**src/rtl/regfile_wb_arbiter.sv**
```systemverilog
// Round-robin share of the register-file write port plus pending-write scoreboard (bypass: WB_BYPASS_EN).
// Latency: grant to wb_we/wb_addr/wb_data is 1 cycle; scoreboard queries and issue_ready are combinational.
// Backpressure: ungranted requesters hold valid/addr/data; issue_ready drops while the destination is pending.
module regfile_wb_arbiter #(
  parameter int N_REQ = 3,
  parameter int AW    = 5,
  parameter int DW    = 32
) (
  input  logic                clk,
  input  logic                rst_n,
  input  logic [N_REQ-1:0]    req_valid,
  input  logic [N_REQ*AW-1:0] req_addr,
  input  logic [N_REQ*DW-1:0] req_data,
  output logic [N_REQ-1:0]    req_ready,
  output logic                wb_we,
  output logic [AW-1:0]       wb_addr,
  output logic [DW-1:0]       wb_data,
  input  logic                issue_valid,
  input  logic [AW-1:0]       issue_dest,
  output logic                issue_ready,
  input  logic [AW-1:0]       rs2_addr,
  input  logic [AW-1:0]       rs3_addr,
  output logic                rs2_busy,
  output logic                rs3_busy,
  output logic [DW-1:0]       rs2_fwd,
  output logic [DW-1:0]       rs3_fwd
);

  localparam int PW   = (N_REQ > 1) ? $clog2(N_REQ) : 1;
  localparam int NREG = 1 << AW;

  logic [PW-1:0]   rr_ptr;
  logic [NREG-1:0] busy;
  logic [NREG-1:0] busy_nxt;
  logic            gnt_any;
  logic [PW-1:0]   gnt_idx;
  logic [PW:0]     scan;
  logic [AW-1:0]   gnt_addr;
  logic [DW-1:0]   gnt_data;

  // Scan from rr_ptr with wrap; the first valid requester wins.
  always_comb begin
    req_ready = '0;
    gnt_any   = 1'b0;
    gnt_idx   = '0;
    scan      = '0;
    for (int k = 0; k < N_REQ; k++) begin
      scan = {1'b0, rr_ptr} + (PW+1)'(k);
      if (scan >= (PW+1)'(N_REQ)) scan = scan - (PW+1)'(N_REQ);
      if (!gnt_any && req_valid[scan[PW-1:0]]) begin
        gnt_any = 1'b1;
        gnt_idx = scan[PW-1:0];
      end
    end
    if (gnt_any && rst_n) req_ready[gnt_idx] = 1'b1;
  end

  assign gnt_addr = req_addr[gnt_idx*AW +: AW];
  assign gnt_data = req_data[gnt_idx*DW +: DW];

  // Register zero is constant, so its writes are consumed but never enabled.
  always_ff @(posedge clk or negedge rst_n) begin
    if (!rst_n) begin
      wb_we   <= 1'b0;
      wb_addr <= '0;
      wb_data <= '0;
      rr_ptr  <= '0;
    end else if (gnt_any) begin
      wb_we   <= (gnt_addr != '0);
      wb_addr <= gnt_addr;
      wb_data <= gnt_data;
      rr_ptr  <= (gnt_idx == PW'(N_REQ-1)) ? '0 : gnt_idx + 1'b1;
    end else begin
      wb_we   <= 1'b0;
    end
  end

  assign issue_ready = ~busy[issue_dest] | (issue_dest == '0);

  // Clear first so a same-edge issue to the register being written keeps it pending.
  always_comb begin
    busy_nxt = busy;
    if (wb_we) busy_nxt[wb_addr] = 1'b0;
    if (issue_valid && issue_ready && (issue_dest != '0)) busy_nxt[issue_dest] = 1'b1;
    busy_nxt[0] = 1'b0;
  end

  always_ff @(posedge clk or negedge rst_n) begin
    if (!rst_n) busy <= '0;
    else        busy <= busy_nxt;
  end

`ifdef WB_BYPASS_EN
  logic rs2_hit;
  logic rs3_hit;

  assign rs2_hit  = wb_we && (wb_addr == rs2_addr) && (rs2_addr != '0);
  assign rs3_hit  = wb_we && (wb_addr == rs3_addr) && (rs3_addr != '0);
  assign rs2_busy = busy[rs2_addr] & ~rs2_hit;
  assign rs3_busy = busy[rs3_addr] & ~rs3_hit;
  assign rs2_fwd  = rs2_hit ? wb_data : '0;
  assign rs3_fwd  = rs3_hit ? wb_data : '0;
`else
  assign rs2_busy = busy[rs2_addr];
  assign rs3_busy = busy[rs3_addr];
  assign rs2_fwd  = '0;
  assign rs3_fwd  = '0;
`endif

endmodule
```
**config.mk**
```make
export PLATFORM = sky130hd
export DESIGN_NAME = regfile_wb_arbiter
export DESIGN_NICKNAME = d
export VERILOG_FILES = /design/src/rtl/regfile_wb_arbiter.sv
export SDC_FILE = /design/constraint.sdc
export NUM_CORES = 1
export LEC_CHECK = 0
export ABC_AREA = 1
export ABC_CLOCK_PERIOD_IN_PS = 2500
export CORE_ASPECT_RATIO = 0.7
export CORE_MARGIN = 5
export CORE_UTILIZATION = 43
export CTS_CLUSTER_DIAMETER = 150
export CTS_CLUSTER_SIZE = 12
export DETAILED_ROUTE_END_ITERATION = 7
export GPL_TIMING_DRIVEN = 0
export PLACE_DENSITY = 0.82
export SETUP_SLACK_MARGIN = 0.5
export SLEW_MARGIN = 40
export SYNTH_ARGS = -nofsm -noshare
export SYNTH_HDL_FRONTEND = slang
export SYNTH_SLANG_ARGS = --single-unit
```
**constraint.sdc**
```tcl
create_clock -name clk -period 2.5 [get_ports clk]
set_input_delay 0.375 -clock clk [delete_from_list [all_inputs] [get_ports clk]]
set_output_delay 0.375 -clock clk [all_outputs]
set_load 0.05 [all_outputs]
```
**After elaboration in Yosys (flattened, before gate mapping)**

Index checks and enable logic that the tools add are counted.

- Equal/unequal tests: 1
- Multiply operators: 1
- Multiplexer cells: 32
- Bitwise gates (word level): 5
- Reduce and logical (&&, ||, !) cells: 13
- Add/sub/neg operators: 6
- Magnitude comparators: 14
- Shifts and indexed selects: 2

Operator list:

| operator | number |
|---|---|
| 96-bit by 8-bit indexed part select with 32-bit output | 1 |
| 32-bit two-way mux | 2 |
| 32-bit bitwise AND | 1 |
| 32-bit inverter | 1 |
| 32-bit bitwise OR | 1 |
| 5-bit by 6-bit < comparator with 1-bit output (second input constant) | 4 |
| 1-bit binary-select mux with 5-bit select | 3 |
| 15-bit by 6-bit indexed part select with 5-bit output | 1 |
| 2-bit two-way mux | 7 |
| 1-bit two-way mux | 13 |
| 2-bit by 3-bit < comparator with 1-bit output (second input constant) | 4 |
| 1-bit demux with 5-bit select | 2 |
| 5-bit by 1-bit >= comparator with 1-bit output (second input constant) | 2 |
| 5-bit nonzero test | 2 |
| 1-bit logical AND | 8 |
| 1-bit binary-select mux with 2-bit select | 3 |
| 3-bit by 2-bit >= comparator with 1-bit output (second input constant) | 2 |
| 2-bit subtractor (second input constant) | 3 |
| 5-bit logical NOT | 1 |
| 2-bit by 3-bit multiplier with 5-bit output (second input constant) | 1 |
| 2-bit by 1-bit adder with 3-bit output (second input constant) | 1 |
| 2-bit by 2-bit adder with 3-bit output (second input constant) | 1 |
| 3-bit two-way mux | 1 |
| 2-bit by 1-bit adder with 2-bit output (second input constant) | 1 |
| 7 further kinds | 8 |

- Register bits after elaboration: 71

**Logic depth before layout (Yosys ltp)**

- Depth in word-level cells: 16
- Mapped depth: 18
- Mapped depth without buffers: 17

**Least setup slack after synthesis**

OpenSTA, ideal clock, no wires.

- Path type: reg2out
- Start: reg rr_ptr[0]
- End: out req_ready[0]
- Cell stages (with the launch flop): 11
- Path slack: -0.468 ns
- Data required time: 2.125 ns
- Data arrival time: 2.593 ns
- Cell sequence: dfrtp_1 inv_1 ha_1 inv_2 nand2_1 nand3_1 nand2_1 nand4_1 clkbuf_1 nand2_1 nor4_2

- Cells in the longest elaborated chain, start to end: 16
- Elaborated cells between the ends (all ways): 34
- Those cells by class: add/sub (5); order compare (5); mux (18); reduce/logical (6)

RTL lines:

| what | line | source |
|---|---|---|
| from (decl) | 32 | `logic [PW-1:0] rr_ptr;` |
| from (signal assigned) | 72 | `rr_ptr <= (gnt_idx == PW'(N_REQ-1)) ? '0 : gnt_idx + 1'b1;` |
| branches (longest 15 deep; another with 2-bit by 1-bit adder with 3-bit output) | n/a |  |
| 3-bit two-way mux * | 55 | `if (gnt_any && rst_n) req_ready[gnt_idx] = 1'b1;` |
| to (decl) | 14 | `output logic [N_REQ-1:0] req_ready,` |

Every way passes the cells marked *. The select of a mux whose other input is x is not followed.

**Worst setup path after layout**

- Start: reg rr_ptr[1]
- End: out req_ready[0]

The elaborated chain is that of the path after synthesis.

==> metrics list <==
- Rel. slew slack: 0.600
- #FFs+latches synth: 71
- Clk Tree Root Cell: clkbuf_16
- For this run, design rule violations remaining after detail routing come to 0.
* Most numerous cell types in the synthesized netlist: nor2_1 (163), nand2_1 (124), o21ai_0 (105)
- Across every metal layer, demand over resource in global routing totals 0.293.
- Cell with the most instances after synthesis: nor2_1
* Ratio of routed vias to standard cells: 5.62
* Tmin final: 2.78 ns
- Total I/O pin count: 240
* Power share of the combinational group: 0.751
- Sw Ratio: 0.515
* Layout-stage area growth over the synthesis result: 75.1%
- Status: complete, but fails checks
- For this design the static power due to leakage is 4.18 nW.
- Remaining global-route overflow: 0
* Avg Cell Area, Syn: 6.73 um2
- During placement, the flow inserted port buffers numbering 174.
* Initial DRT Pass Iterations: 6
- Between clock sinks in the finished design, the worst skew comes to 0.00874 ns.
- Critical Path Source Type: flop
* Number of pins with negative max-slew slack in the final report: 0
* Overall routed net length: 25.0 mm
- Worst slack, placed: -1.06 ns
- Number of antenna violations at the first check in global routing: 0
* Sequential-to-total area share from yosys stat: 0.334
* Share of async-settable or async-resettable flops after synthesis: 1.00
* Clock buffers created by TritonCTS: 9
- Excluding fillers, the count of instances in the completed layout stands at 1262.
- The tightest min-delay check is of the primary input to async pin type.
- At the pin with the least slew margin, the transition time is 0.598 ns.
* Num rows: 34
- After detailed placement, the total cell area comes to 7620 um2.
- Worst-path maximum fanout: 4
* CORE AREA: 12300 um2
- Worst setup path category: flop to output port
- Syn Std Cell Area: 5330 um2
- Setup Total Neg Slack: -0.713 ns
* Required time reported for the critical path endpoint: 2.12 ns
- The most used flip-flop cell after synthesis is dfrtp_1.
- The number of global-route vias before repair was 6262.
* Maximum number of pins on one net before global-route repair: 40
- The finished cells cover 9330 um2.
- TritonCTS Sinks: 71
- Summed over all instances, the cell type with the most area after synthesis is dfrtp_1.
- The repair_antennas step left the layout with diodes totalling 0.
* Clock transition at the registers of the reported paths: 0.07 ns
* Power density cells: 1690 nW/um2
- After detailed routing, the average wire length per cell comes to 19.8 um.
* Horiz. Die Dim: 143 um
- The first global-routing pass estimated 33.4 mm of wire.
- Summed over all nets, the switching power comes to 8.14 mW.
- Die Height: 103 um
- The initial utilization of the core area, before any placement, comes to 0.433.
- H-tree Lvls: 3
* Count of maximum capacitance violations: 0
- TritonCTS built the clock tree.
* Number of flops mapped to enable cells by yosys: 0
- Data arrives at the worst endpoint at 2.40 ns.
- Number of distinct library cell variants in the gate-level netlist after synthesis: 33
- Final HPWL from detailed placement: 15.7 mm
* Minimum setup slack in the final design: -0.277 ns
- Internal power: 7.65 mW
- By area the synthesized netlist is led by dfrtp_1 (33%), nor2_1 (11%), buf_4 (10%), o21ai_0 (9.9%), nand2_1 (8.7%).
- Power comes to 15.8 mW.
- Routability congestion estimate: 0.916
- Seq pwr share: 0.158
* Number of setup violations in the final report: 3
- Of the cells placed in the final design, the portion with a size suffix greater than 1 is 0.285.
- Static timing analysis puts the maximum clock frequency at 360 MHz.
* Violations in the final reports: setup timing
- The floorplan step defined a die boundary enclosing 14700 um2.
- The detailed router finished its first iteration with 814 violations.
* Final clock period utilization by the worst path: 1.11
* Endpoints failing hold: 0
- Maximum resistive drop on vdd: 0.000988 V
- For this run, the post-layout net count is 1231.
* Synthesis Warnings: 0
- Of the total power, the clock network draws 0.091.
- Area fraction of the dominant cell type after synthesis: 0.334
- Worst-Skew Late Latency: 0.35 ns
- The worst setup path is captured at an output port.
- Counting every instance in the synthesized netlist gives 791.
- Unrepaired setup endpoints after global routing: yes
* Max clock buf depth: 2
- The count of nets left with antenna violations once routing finished came out at 0.
* Total vias in the final route: 7089
- Total placed cells including tap cells: 1191
[through the flow]
step                      hold slack (ns)   util
after global placement              0.492  0.618
after detailed placement            0.286  0.620
after floorplan                    0.0794      -
after global routing               0.0268  0.759
final                             0.00425  0.759
after CTS                         0.00433  0.688
[critical path, cell delays in order (launching register included)]
cell     delay [ns]
dfrtp_1        0.42
inv_2          0.08
ha_2           0.22
o21ai_4        0.19
nand2_4        0.11
nand2_4        0.10
o21ai_4        0.07
nor2_4         0.21
inv_4          0.07
buf_8          0.13
buf_8          0.12
nor4_4         0.15
buf_6          0.20
[path summary, 6_finish.rpt]
check                                 startpoint                 endpoint  slack (ns)  depth (start not counted)
hold reg to reg                busy[8]$_DFF_PN0_        busy[8]$_DFF_PN0_        0.54                          2
hold / removal                             rst_n  wb_data[30]$_DFFE_PN0N_       0.004                          2
min in group clk               busy[8]$_DFF_PN0_        busy[8]$_DFF_PN0_        0.54                          2
setup / recovery           rr_ptr[1]$_DFFE_PN0N_             req_ready[0]       -0.28                         12
setup reg to reg           rr_ptr[0]$_DFFE_PN0N_          wb_we$_DFF_PN0_        0.05                         19
max in group asynchronous                  rst_n       busy[14]$_DFF_PN0_        2.23                          2
[metal layers]
| metal | track usage | part of all wire | vias up |
|---|---|---|---|
| li1 | - | - | 3131 |
| met1 | 0.377 | 0.37 | 3301 |
| met2 | 0.470 | 0.46 | 552 |
| met3 | 0.100 | 0.12 | 105 |
| met4 | 0.0877 | 0.047 | 0 |
| met5 | 0.0230 | 0 | - |
[state kept, by name, summed over array words and instances (netlist names)]
signal,count
wb_data,32
busy,31
wb_addr,5
rr_ptr,2
wb_we,1
[layout by cell type, fill, tap and decap left out, types with 12 or more instances in the layout]
cell type,count
inv_1,35
buf_4,104
dfrtp_1,64
nor2_4,16
nor2_1,128
clkbuf_16,15
clkdlybuf4s50_1,151
conb_1,64
buf_6,19
nand2_1,110
nor2_2,21
a31oi_1,26
nand3_1,66
o21ai_1,40
buf_8,12
o21ai_0,57
[cell type report]
class                           count  area (um2)
Fill cell                         782        2970
Timing Repair inverter              1        7.51
Multi-Input combinational cell    631        3520
Tap cell                          162         203
Timing Repair Buffer              229        2370
Inverter                           54         228
Sequential cell                    71        1790
Clock inverter                      7        96.3
Buffer                             98         895
Clock buffer                        9         225
[kinds of logic after synthesis]
group                    share of synthesized area
adder cells (fa/ha/maj)                    0.00940
buffers and inverters                        0.165
other                                     0.000704
AO/OA/AOI/OAI                                0.186
flip-flops                                   0.334
AND/OR/NAND/NOR                              0.306
[timing repair]
item | in CTS | in global routing
pin swaps | 28 | 47
setup buffers | 20 | 26
gates resized for setup | 185 | 177
endpoints found under the hold margin | 32 | 0
gates cloned | 3 | 5
hold buffers | 1 | 0
endpoints found under the setup margin | 78 | 49
[power by group through the flow]
stage / clock network [mW] / logic, mW / registers, mW
global placement: 0 / 7.49 / 2.37
floorplan: 0 / 4.29 / 3.31
CTS: 1.42 / 8.88 / 2.38
detailed placement: 0 / 7.58 / 2.40
finish: 1.43 / 11.9 / 2.49
global route: 1.46 / 12.4 / 2.52
(Power assumes the default switching activity.)
==> RTL change (config.mk and constraints unchanged) <==
Set the parameter `AW` to 6 (it was 5).
--- a/src/rtl/regfile_wb_arbiter.sv
+++ b/src/rtl/regfile_wb_arbiter.sv
@@ -3,7 +3,7 @@
 // Backpressure: ungranted requesters hold valid/addr/data; issue_ready drops while the destination is pending.
 module regfile_wb_arbiter #(
   parameter int N_REQ = 3,
-  parameter int AW    = 5,
+  parameter int AW    = 6,
   parameter int DW    = 32
 ) (
   input  logic                clk,
Interface: changed (5 resized); port bits go from 240 to 247. The function was not compared with the original's and may differ.
==> RTL change against the original RTL <==
The flow finishes with violations (hold timing, setup timing). Area after synthesis increased by 43%. Wire length increased by 50%. Combinational power increased by 12%. Final area increased by 33%. Sequential cell count increased by 33. Non-clock buffer count increased by 56. Die area increased by 39%. Worst setup slack improved by 0.055 ns. Power increased by 18%. Critical endpoint is now req_ready[2]. Largest cell class unchanged. Highest routed layer unchanged.
==> RTL change: results (changes against the original RTL) <==
The number of DRC markers after the initial detailed-route iteration came to 1538 (+89%). The checks that failed: hold timing, setup timing. The post-detailed-placement half-perimeter wirelength is 25550 microns (+63%). The worst hold slack across all endpoints is -0.002566 ns (-0.006820 ns). In the final layout, the registers with the most flip-flops are busy: 63 flops, wb_data: 32 flops, wb_addr: 6 flops.

The count of non-CTS inverters in the layout came out at 65 (+18%). The fraction of the mapped netlist area in adder cells came out at 0.6554% (-0.28 points). The number of failing setup endpoints in the final timing report is 28 (+25). The number of cells in the finished layout apart from fillers came out at 1650 (+31%). The tap cell count is 231 (+43%). The smallest setup slack after layout is -0.2221 ns (+0.05465 ns). The gate count after technology mapping came to 1075 (+36%). The post-CTS setup repair buffer count came to 47 (+140%). The total of clock buffers placed in the layout is 10 (+1).

The worst slack at placement is -1.169 ns (-0.1042 ns). The layout buffer count excluding clock buffers is 383 (+17%). The post-synthesis sequential area ratio is 34.08% (+0.72 points). The register fraction of the total cell area came out at 21.19% (+2.0 points). The largest vdd supply drop was 0.9889 mV (+0.12%). The total via count in the routed design is 9674 (+36%). The cell area after placement is 10150 sq um (+33%). The post-route setup TNS is -1.530 ns (-0.8165 ns). The number of buffers added on ports came to 178 (+2.3%). The flow ran to the end, but the final reports show violations. The area of all placed cells without fillers came out at 12410 sq um (+33%). The critical-path cell with the highest stage delay is sky130_fd_sc_hd__dfrtp_2. The delay of the slowest cell on the worst path came to 0.45 ns (+0.03 ns). The static leakage is 5.210 nW (+25%).

The final-report hold violation count is 1 (+1). The total number of multi-input combinational cells is 851 (+35%). The critical path arrival was 2.35 ns (-0.05 ns). The largest net degree at the start of global routing came to 58 (+45%).

The wire length of the first global-routing pass came out at 52890 microns (+58%). The number of global-route vias before repair was 9006 (+44%).
## RTL change: cell count changes in the layout (fill, tap and decap cells not counted), moves of 12 or more
cell,unedited run,this run
sky130_fd_sc_hd__buf_6,19,31
sky130_fd_sc_hd__a21oi_1,6,24
sky130_fd_sc_hd__nor2_1,128,109
sky130_fd_sc_hd__nand3_1,66,28
sky130_fd_sc_hd__o22ai_1,3,21
sky130_fd_sc_hd__buf_4,104,117
sky130_fd_sc_hd__dfrtp_1,64,83
sky130_fd_sc_hd__dfrtp_2,7,21
sky130_fd_sc_hd__nand2_2,10,33
sky130_fd_sc_hd__nand2_1,110,196
sky130_fd_sc_hd__nor2_2,21,5
sky130_fd_sc_hd__o21ai_0,57,115
sky130_fd_sc_hd__o21ai_2,10,66
## RTL change: final timing paths
check | from | end | slack [ns] | depth (start not counted)
min in group clk | issue_dest[3] | busy[1] | 0.43 | 4
min | rst_n | wb_data[27] | -0.003 | 2
max in group asynchronous | rst_n | rr_ptr[1] | 1.07 | 2
min reg2reg | busy[60] | busy[60] | 0.54 | 2
max reg2reg | rr_ptr[0] | wb_data[22] | -0.08 | 20
max | rr_ptr[0] | req_ready[2] | -0.22 | 12
## RTL change: metal layers
metal,global-route usage (%),wire [microns],vias up
met3,11.23,5401,103
li1,-,-,4224
met1,47.50,15010,4621
met2,49.55,16290,726
met5,0,0,-
met4,5.933,948,0
## RTL change: critical path, delay by kind of cell (launching register included)
| kind | cells | cell delay, ns |
|---|---|---|
| simple gates | 7 | 0.73 |
| flops | 1 | 0.45 |
| buf+inv | 4 | 0.57 |
| fa+ha+maj | 1 | 0.23 |
## RTL change: where the power goes
part	total [mW]	switching, mW	internal [mW]
clock	1.44	0.736	0.700
combinational	13.3	7.65	5.69
sequential	3.88	1.25	2.63
